==> config.mk <==
export PLATFORM = sky130hd
export DESIGN_NAME = sram_bus_arbiter
export DESIGN_NICKNAME = d
export VERILOG_FILES = /design/src/rtl/sram_bus_arbiter_pkg.sv /design/src/rtl/sram_bus_arbiter.sv
export SDC_FILE = /design/constraint.sdc
export NUM_CORES = 1
export LEC_CHECK = 0
export BUFFER_PORTS_ARGS = -buffer_cell sky130_fd_sc_hd__buf_2
export CAP_MARGIN = 15
export CORE_MARGIN = 4
export CORE_UTILIZATION = 49
export DETAILED_ROUTE_END_ITERATION = 16
export PLACE_DENSITY = 0.85
export SYNTH_ARGS = -nofsm -noshare
export SYNTH_HDL_FRONTEND = slang
export SYNTH_SLANG_ARGS = --single-unit
==> constraint.sdc <==
create_clock -name clk -period 5.7 [get_ports clk]
set_input_delay 0.285 -clock clk [delete_from_list [all_inputs] [get_ports clk]]
set_output_delay 0.285 -clock clk [all_outputs]
set_load 0.05 [all_outputs]
==> src/rtl/sram_bus_arbiter_pkg.sv <==
// Shared CPU definitions used by the SRAM bus arbiter.
//   Word_t / Mask_t / Bit_t : common datapath types (32-bit word, byte mask, single bit)
//   Sram_addr_t             : SRAM word address at the default width
//   Arb_state_t             : arbiter FSM states
//   SRAM_WAIT_DEFAULT       : default number of SRAM wait cycles per access
package cpu_defines;

  localparam int SRAM_ADDR_W_DEFAULT = 20;
  localparam int SRAM_WAIT_DEFAULT   = 2;

  typedef logic [31:0]                    Word_t;
  typedef logic [3:0]                     Mask_t;
  typedef logic                           Bit_t;
  typedef logic [SRAM_ADDR_W_DEFAULT-1:0] Sram_addr_t;

  typedef enum logic [1:0] {
    IDLE,
    D_READ,
    D_WRITE,
    I_READ
  } Arb_state_t;

endpackage

==> src/rtl/sram_bus_arbiter.sv <==
// Shares one external asynchronous SRAM between the instruction-fetch port
// and the data port. Data accesses win over fetches; each access holds the
// SRAM for WAIT_CYCLES+1 cycles and completes with a one-cycle ack.
// Ports:
//   clk, rst                  : clock, asynchronous active-low reset
//   if_req_i/if_addr_i        : fetch request and byte address
//   if_data_o/if_ack_o        : fetch read data and completion pulse
//   d_re_i/d_we_i/d_addr_i    : data read/write request and byte address
//   d_wdata_i/d_mask_i        : write data and active-high byte enables
//   d_rdata_o/d_ack_o         : data read data and completion pulse
//   sram_*                    : board SRAM pins (control strobes active-low)
//   stallreq_o                : pipeline stall request while a port waits
module sram_bus_arbiter
  import cpu_defines::*;
#(
  parameter int WAIT_CYCLES = SRAM_WAIT_DEFAULT,
  parameter int SRAM_ADDR_W = SRAM_ADDR_W_DEFAULT
) (
  input  logic                   clk,
  input  logic                   rst,
  input  logic                   if_req_i,
  input  logic [31:0]            if_addr_i,
  output logic [31:0]            if_data_o,
  output logic                   if_ack_o,
  input  logic                   d_re_i,
  input  logic                   d_we_i,
  input  logic [31:0]            d_addr_i,
  input  logic [31:0]            d_wdata_i,
  input  logic [3:0]             d_mask_i,
  output logic [31:0]            d_rdata_o,
  output logic                   d_ack_o,
  output logic [SRAM_ADDR_W-1:0] sram_addr_o,
  output logic [31:0]            sram_wdata_o,
  input  logic [31:0]            sram_rdata_i,
  output logic                   sram_ce_n_o,
  output logic                   sram_oe_n_o,
  output logic                   sram_we_n_o,
  output logic [3:0]             sram_be_n_o,
  output logic                   stallreq_o
);

  localparam logic [3:0] CNT_LOAD = 4'(WAIT_CYCLES);

  Arb_state_t             r_state;
  Arb_state_t             w_nextState;
  logic [3:0]             r_cnt;
  logic [SRAM_ADDR_W-1:0] r_addr;
  Word_t                  r_wdata;
  Mask_t                  r_mask;
  Word_t                  r_ifData;
  Word_t                  r_dRdata;
  Bit_t                   r_ifAck;
  Bit_t                   r_dAck;
  Bit_t                   w_dReq;
  Bit_t                   w_dPending;
  Bit_t                   w_ifPending;
  Bit_t                   w_cntZero;
  Bit_t                   w_launch;
  Bit_t                   w_done;
  logic                   w_unusedAddrBits;

  // A port's request is masked while its own ack is high, so a request the
  // pipeline has not yet dropped cannot launch a second access.
  assign w_dReq      = d_re_i | d_we_i;
  assign w_dPending  = w_dReq & ~r_dAck;
  assign w_ifPending = if_req_i & ~r_ifAck;
  assign w_cntZero   = (r_cnt == 4'd0);
  assign w_launch    = (r_state == IDLE) && (w_nextState != IDLE);
  assign w_done      = (r_state != IDLE) && w_cntZero;

  // Byte-offset and upper address bits never reach the SRAM.
  assign w_unusedAddrBits = ^{if_addr_i[31:SRAM_ADDR_W+2], if_addr_i[1:0],
                              d_addr_i[31:SRAM_ADDR_W+2], d_addr_i[1:0]};

  // State register.
  always_ff @(posedge clk or negedge rst) begin
    if (!rst) begin
      r_state <= IDLE;
    end else begin
      r_state <= w_nextState;
    end
  end

  // Next-state: data beats fetch in IDLE; an access runs until cnt hits 0.
  always_comb begin
    w_nextState = r_state;
    case (r_state)
      IDLE: begin
        if (w_dPending) begin
          w_nextState = d_we_i ? D_WRITE : D_READ;
        end else if (w_ifPending) begin
          w_nextState = I_READ;
        end
      end
      default: begin
        if (w_cntZero) begin
          w_nextState = IDLE;
        end
      end
    endcase
  end

  // Wait counter, latched access operands, read-data capture and acks.
  // Read data is sampled at the edge that ends the cnt==0 cycle.
  always_ff @(posedge clk or negedge rst) begin
    if (!rst) begin
      r_cnt    <= 4'd0;
      r_addr   <= '0;
      r_wdata  <= '0;
      r_mask   <= '0;
      r_ifData <= '0;
      r_dRdata <= '0;
      r_ifAck  <= 1'b0;
      r_dAck   <= 1'b0;
    end else begin
      if (w_launch) begin
        r_cnt   <= CNT_LOAD;
        r_addr  <= (w_nextState == I_READ) ? if_addr_i[SRAM_ADDR_W+1:2]
                                           : d_addr_i[SRAM_ADDR_W+1:2];
        r_wdata <= d_wdata_i;
        r_mask  <= d_mask_i;
      end else if (!w_cntZero) begin
        r_cnt <= r_cnt - 4'd1;
      end
      r_ifAck <= w_done && (r_state == I_READ);
      r_dAck  <= w_done && ((r_state == D_READ) || (r_state == D_WRITE));
      if (w_done && (r_state == I_READ)) begin
        r_ifData <= sram_rdata_i;
      end
      if (w_done && (r_state == D_READ)) begin
        r_dRdata <= sram_rdata_i;
      end
    end
  end

  // SRAM strobes decode from state and counter; we_n rises in the cnt==0
  // cycle so address and data are held past the end of the write pulse.
  always_comb begin
    sram_ce_n_o = 1'b1;
    sram_oe_n_o = 1'b1;
    sram_we_n_o = 1'b1;
    sram_be_n_o = 4'hF;
    case (r_state)
      D_READ, I_READ: begin
        sram_ce_n_o = 1'b0;
        sram_oe_n_o = 1'b0;
        sram_be_n_o = 4'h0;
      end
      D_WRITE: begin
        sram_ce_n_o = 1'b0;
        sram_we_n_o = w_cntZero;
        sram_be_n_o = ~r_mask;
      end
      default: ;
    endcase
  end

  assign sram_addr_o  = r_addr;
  assign sram_wdata_o = r_wdata;
  assign if_data_o    = r_ifData;
  assign d_rdata_o    = r_dRdata;
  assign if_ack_o     = r_ifAck;
  assign d_ack_o      = r_dAck;
  assign stallreq_o   = rst & (w_ifPending | w_dPending);

endmodule

# Yosys cells after proc, flatten, opt, wreduce, memory -nomap -nowiden
# Index checks and enable logic that the tools add are counted.
dict set report classes {
  add_sub_neg 1
  n_mux 12
  n_eq_ne 5
  reduce_logical 12
  n_bitwise 8
}
# op count
set ops {}
lappend ops {{$mux W20} 1}
lappend ops {{$mux W2} 5}
lappend ops {{$mux W4} 2}
lappend ops {{$pmux W4 S2} 1}
lappend ops {{$eq A2 B2 Y1 const B} 3}
lappend ops {{$logic_and A1 B1 Y1} 5}
lappend ops {{$logic_not A4 Y1} 1}
lappend ops {{$not A4 Y4} 1}
lappend ops {{$reduce_bool A2 Y1} 2}
lappend ops {{$sub A4 B1 Y4 const B} 1}
lappend ops {{$and A1 B1 Y1} 3}
lappend ops {{$mux W1} 3}
lappend ops {{$reduce_or A3 Y1} 1}
lappend ops {{$eq A2 B1 Y1 const B} 1}
lappend ops {{$logic_not A2 Y1} 1}
lappend ops {{$ne A2 B1 Y1 const B} 1}
lappend ops {{$not A1 Y1} 2}
lappend ops {{$or A1 B1 Y1} 2}
lappend ops {{$reduce_or A2 Y1} 1}
lappend ops {{$logic_or A1 B1 Y1} 1}
dict set report totals {
  regBits 128
}

# Depth between registers and ports, before layout
# Gate-level depths: netlist of the first run.
dict set report depth {
  ltp_word 8
  mapped_depth 8
  mapped_depth_nobuf 7
}

# Least setup slack after synthesis of the first run
# OpenSTA, ideal clock, no wires.
dict set report synth_timing {
  kind {register -> output}
  startpoint {register r_state[0]}
  endpoint {output sram_be_n_o[0]}
  path_stages_with_launch 5
  slack_ns 3.341
  t_required_ns 5.415
  n_path_buf 0
  t_arrival_ns 2.074
  cell_sequence {dfrtp_1 ha_1 nor2_1 nand2_1 o21ai_0}
}
dict set report synth_via {
  elab_chain_len 3
}
# item line_no
set synth_rtl {}
lappend synth_rtl {{start: declaration} sram_bus_arbiter.sv:44} ;# Arb_state_t r_state;
lappend synth_rtl {{start signal: assignment} sram_bus_arbiter.sv:80} ;# r_state <= w_nextState;
lappend synth_rtl {{$eq A2 B2 Y1 or $eq A2 B1 Y1 (tied branches)} sram_bus_arbiter.sv:143} ;# case (r_state)
lappend synth_rtl {{$reduce_or A2 Y1} sram_bus_arbiter.sv:143}
lappend synth_rtl {{$pmux W4 S2 *} sram_bus_arbiter.sv:143}
lappend synth_rtl {{end: declaration} sram_bus_arbiter.sv:38} ;# output logic [3:0] sram_be_n_o,
# Mark *: on every way between the ends. The rest lies on a longest branch, timed or not.

# Worst setup path after layout of the first run
dict set report layout_timing {
  startpoint {register r_state[0]}
  endpoint {register r_wdata[30], in the netlist sram_wdata_o[30]}
}
dict set report layout_via {
  elab_chain_len 5
}
# item line_no
set layout_rtl {}
lappend layout_rtl {{$mux W2} sram_bus_arbiter.sv:91} ;# end else if (w_ifPending) begin
lappend layout_rtl {{$mux W2} sram_bus_arbiter.sv:89} ;# if (w_dPending) begin
lappend layout_rtl {{$mux W2} sram_bus_arbiter.sv:87} ;# case (r_state)
lappend layout_rtl {{$reduce_bool A2 Y1} sram_bus_arbiter.sv:68} ;# assign w_launch = (r_state == IDLE) && (w_nextState != IDLE);
lappend layout_rtl {{$logic_and A1 B1 Y1 *} sram_bus_arbiter.sv:68}
lappend layout_rtl {{end signal: assignment} sram_bus_arbiter.sv:120} ;# r_wdata <= d_wdata_i;
lappend layout_rtl {{end: declaration} sram_bus_arbiter.sv:48} ;# Word_t r_wdata;
# Marked as above.
# A chain may end at the register's enable or synchronous reset.

==> results of run 1 <==
[what timing repair did]
action / in CTS / in global routing
hold buffers: 45 / 0
endpoints found under the hold margin: 103 / 0
endpoints found under the setup margin: 0 / 0
buffers inserted: 0 / 0
[worst paths after layout]
check                                        end  slack, ns       startpoint
worst max-delay path            sram_wdata_o[30]       2.78       r_state[0]
worst min-delay path            sram_wdata_o[28]       0.02    d_wdata_i[28]
worst max register to register  sram_wdata_o[30]       2.78       r_state[0]
worst min register to register   sram_addr_o[19]       0.48  sram_addr_o[19]
max in group asynchronous         sram_addr_o[5]       3.94              rst
min in group asynchronous         sram_addr_o[1]       0.39              rst
[sequential cells by signal, indices dropped and copies added, names as in the netlist]
register,cells
d_ack_o,1
d_rdata_o,32
if_ack_o,1
if_data_o,32
r_cnt,4
r_mask,4
r_state,2
sram_addr_o,20
sram_wdata_o,32
[Yosys cell counts, drive strengths merged (2+ instances only)]
cell	n	area share [%]
dfrtp	128	62
mux2	100	22
o21ai	27	2.7
nand2	24	1.7
mux2i	21	4.1
buf	14	1.9
inv	8	0.58
ha	6	1.5
nor2	6	0.44
a21oi	3	0.29
and2	3	0.36
clkbuf	2	0.15
nand2b	2	0.24
nor3	2	0.19
o211ai	2	0.29
[area by class of cell]
cell class              count  area share [%]
clock inverters            10            2.09
inverters                   8           0.398
repair buffers            288            22.3
clock buffers              22            6.13
multi-input cells         206            24.4
flip-flops and latches    128            42.4
well taps                 136            2.26
[layer usage]
layer  global-route usage [%]  share of wire [%]
met1                     24.3                 35
met2                     41.7                 52
met3                     10.4                9.2
met4                     11.4                4.0
met5                        0                  0
[kinds of logic (layout without fill, tap and decap cells)]
group | Yosys count | in the layout
xor+xnor | 1 | 1
simple gates | 43 | 43
buf+inv | 24 | 328
compound gates | 35 | 35
fa+ha+maj | 6 | 6
flops | 128 | 128
mux | 121 | 121
[metrics by stage]
stage                     util [%]  hold slack [ns]
final                         73.4           0.0217
after global routing          73.4         0.000207
after detailed placement      63.0            0.386
after CTS                     73.4         0.000446
after global placement        63.0            0.369
after floorplan                  -          -0.0106
[worst max-delay path, delay by kind of cell, from the launching register on]
family	cells	cell delay, ns
buffers and inverters	2	0.75
AO/OA/AOI/OAI	1	0.52
flip-flops	1	0.46
multiplexers	1	0.42
adder cells (fa/ha/maj)	1	0.33
AND/OR/NAND/NOR	1	0.28
==> flow_metrics.tcl, run 1 <==
set metrics [dict create \
    min-delay-path-class "input port to flop" \
    path_cells "inv_1, ha_1, and3b_1, o31ai_4, buf_4, mux2_2" \
    ios 263 \
    placed_area_mm2 0.00647 \
    hold_viol 0 \
    final_cells 798 \
    first_pass_iters 4 \
    dp_hpwl_um 9170 \
    setup_viol 0 \
    fin_crit_sh_pct 51.3 \
    crit_slowest_cell "buf_4" \
    avgSynthCellArea_um2 14.4 \
    antenna_found_initial 0 \
    area_growth_pct 46.0 \
    drive_gt1_share_pct 56.8 \
    tns_ns 0 \
    criticalPathCategory "flop to flop" \
    multiInputGateArea_mm2 0.00184 \
    viasPerCell 5.11 \
    cts_num_sinks 128 \
    wl_per_cell_um 17.7 \
    synth_edf_count 0 \
    slew_viol_final 0 \
    worst_skew_pair.late_latency_ns 0.51 \
    start_util_pct 50.3 \
    gp_congestion 0.866 \
    synth_xor_area_share_pct 0.169 \
    synth_mux_area_share_pct 25.8 \
    num_rows 37 \
    max_stage_delay_ns 0.64 \
    grt_pass1_vias 4582 \
    cts_max_path_buffers 2 \
    period_needed_ns 2.92 \
    yosys_most_used_dff "dfrtp_1" \
    place_ws_ns 2.78 \
    die_x_um 111 \
    dieArea_mm2 0.0123 \
    setup_slack_ns 2.78 \
    skew_ns 0.00937 \
    die_h_um 111 \
    cts_root_buffer "clkbuf_8" \
    max_freq_ghz 0.342 \
    synth_top_family_by_area "multiplexers" \
    port_buffers 238 \
    antenna_cells 0 \
    final_nets 792 \
    cp-start-kind "flop" \
    maxCapViolCount 0 \
    synthArstFlopShare_pct 100 \
    routed_wl_um 14100 \
    syn_area_mm2 0.00517 \
    ant_nets 0 \
    worstMarginPinSlew_ns 0.864 \
    cts_resized 0 \
    fill_cells 683 \
    grt_usage_pct 23.8 \
    yosys_warnings 0 \
    core_area_mm2 0.0103 \
    final_common_cell "buf_2" \
    worstPathArrival_ns 3.32 \
    design_area_mm2 0.00755 \
    worst-r2r-cell-count 6 \
    synth_nets 501 \
    cts_made_buffers 17 \
    htreeDepth 4 \
    ys_seq_area_share_pct 62.0 \
    rsz0062_at_grt "no" \
    outcome "complete, no violations" \
    grt.overflow.total 0 \
    crit_fanout 68 \
    cts.clk_slew.worst_paths_ns 0.06 \
    synth-compound-area-share_pct 3.80 \
    final_cell_mix "buf_2 (237), dfrtp_1 (128), mux2_2 (100), dlygate4sd3_1 (45), nand2_1 (24)" \
    synthSimpleGateAreaFrac_pct 4.16 \
    dr.first_iter.drc_count 190 \
    relSlewSlack_pct 42.4 \
    ys_types 29 \
    seqCellArea_mm2 0.00320 \
    drc 0 \
    grt_max_degree 73 \
    grt_pass1_wl_um 23300 \
    ys_ff_latch 128 \
    synthAdderAreaFrac_pct 1.45 \
    hold_depth 2 \
    crit_required_ns 6.09 \
    endpoint_kind "flop" \
    placedCellCount 721 \
    vias 4076 \
    cts_tree "yes" \
    postSynthCellCount 358 \
]
Power of run 1 is not shown: default switching activity piles up to over one toggle a cycle in this logic, so the estimate is an artifact.
==> inputs of run 2 (changes only) <==
- CORE_UTILIZATION: 49 -> 46
- PLACE_DENSITY: 0.85 -> 0.81
- clock period: 5.7 -> 2.69 ns (I/O delays scaled with it)
==> run 2 against run 1 <==
Flip-flop and latch count unchanged. Maximum frequency increased by 23%. Global-route usage decreased by 1.0 points. Largest cell class unchanged.
==> flow_metrics.tcl, run 2 (synthesis gave the netlist of run 1 again) <==
set metrics [dict create \
    ant_nets 0 \
    setup_viol 0 \
    gp_congestion 0.793 \
    drive_gt1_share_pct 55.2 \
    ff2ff_setup_slack_ns 0.31 \
    grt.overflow.total 0 \
    fin_crit_sh_pct 88.4 \
    cp-start-kind "flop" \
    relSlewSlack_pct 53.3 \
    dp_hpwl_um 9200 \
    grt_max_degree 129 \
    cts_root_buffer "clkbuf_16" \
    first_pass_iters 4 \
    viasPerCell 4.96 \
    vias 4111 \
    grt_pass1_vias 4566 \
    num_rows 38 \
    r2r-end "sram_wdata_o[3]" \
    criticalPathCategory "flop to flop" \
    antenna_found_initial 0 \
    worstMarginPinSlew_ns 0.700 \
    cts_num_sinks 128 \
    crit_end "sram_wdata_o[3]" \
    tns_ns 0 \
    worstPathArrival_ns 2.66 \
    hold_viol 0 \
    final_cells 828 \
    wl_per_cell_um 17.2 \
    antenna_cells 0 \
    worst_skew_pair.late_latency_ns 0.41 \
    cts_made_buffers 17 \
    outcome "complete, no violations" \
    min-delay-path-class "input port to flop" \
    port_buffers 238 \
    final_common_cell "buf_2" \
    start_util_pct 47.3 \
    dr.first_iter.drc_count 140 \
    area_growth_pct 51.5 \
    crit_required_ns 2.97 \
    rr_startpoint "r_state[0]" \
    post_cts_buffers 0 \
    holdBufCountCts 69 \
    grt_pass1_wl_um 23000 \
    slew_viol_final 0 \
    die_h_um 114 \
    cts.clk_slew.worst_paths_ns 0.06 \
    final_cell_mix "buf_2 (237), dfrtp_1 (128), mux2_2 (100), dlygate4sd3_1 (69), nand2_1 (24)" \
    routed_wl_um 14200 \
    cts_tree "yes" \
    rsz0062_at_grt "no" \
    die_x_um 114 \
    worst-r2r-cell-count 6 \
    ios 263 \
    crit_start "r_state[0]" \
    skew_ns 0.00656 \
    max_freq_ghz 0.420 \
    endpoint_kind "flop" \
    maxCapViolCount 0 \
    final_nets 818 \
    cts_resized 0 \
    crit_fanout 26 \
    htreeDepth 4 \
    dieArea_mm2 0.0130 \
    drc 0 \
    cts_max_path_buffers 2 \
    core_area_mm2 0.0109 \
    period_needed_ns 2.38 \
    grt_usage_pct 22.8 \
    placedCellCount 727 \
]
-- run 2: cell count changes in the layout (fill, tap and decap cells not counted), sizes merged --
cell and change:
clkinv +2, clkinvlp -1, bufinv -1, buf +2, inv +4, clkbuf -4, dlygate4sd3 +24
-- run 2: layer usage --
metal	share of wire, %	global-route usage (%)	vias to the layer above
met4	2.7	9.74	0
met1	35	24.2	1987
met3	10	9.28	32
met5	0	0	-
li1	-	-	1897
met2	52	40.0	195
-- run 2: worst min-delay path by stage --
stage,startpoint,endpoint,slack [ns],depth (start not counted)
6_report,if_addr_i[7],sram_addr_o[5],0.01,3
5_1_grt,d_addr_i[5],sram_addr_o[3],0.01,3
4_1_cts,if_addr_i[7],sram_addr_o[5],0.003,3
3_5_place_dp,rst,d_rdata_o[4],0.33,2
3_3_place_gp,rst,if_data_o[7],0.32,2
2_1_floorplan,rst,d_ack_o,-0.16,0
-- run 2: stage by stage --
step	cell area, um2	worst slack, ns	util (%)	hold WS (ns)
global route	7830	0.141	71.6	0.0120
detailed placement	6520	0.311	59.6	0.328
floorplan	5170	0.409	-	-0.161
CTS	7830	0.309	71.6	0.00296
global placement	6520	0.396	59.6	0.319
finish	7830	0.311	71.6	0.0137
-- run 2: worst max-delay path, stage by stage (launching register included) --
cell and delay (ns):
dfrtp_1 0.46, inv_1 0.12, ha_1 0.33, and3b_1 0.27, o31ai_4 0.29, buf_4 0.38
mux2_2 0.39
-- run 2: area by class of cell --
type                       instances  area [um2]
sequential                       128        3200
fill                             726        3110
timing repair buffer             314        1960
multi-input combinational        206        1840
clock buffer                      18         439
clock inverter                    14         180
tap                              140         175
inverter                           8        30.0
Power of run 2 is left out for the same reason.
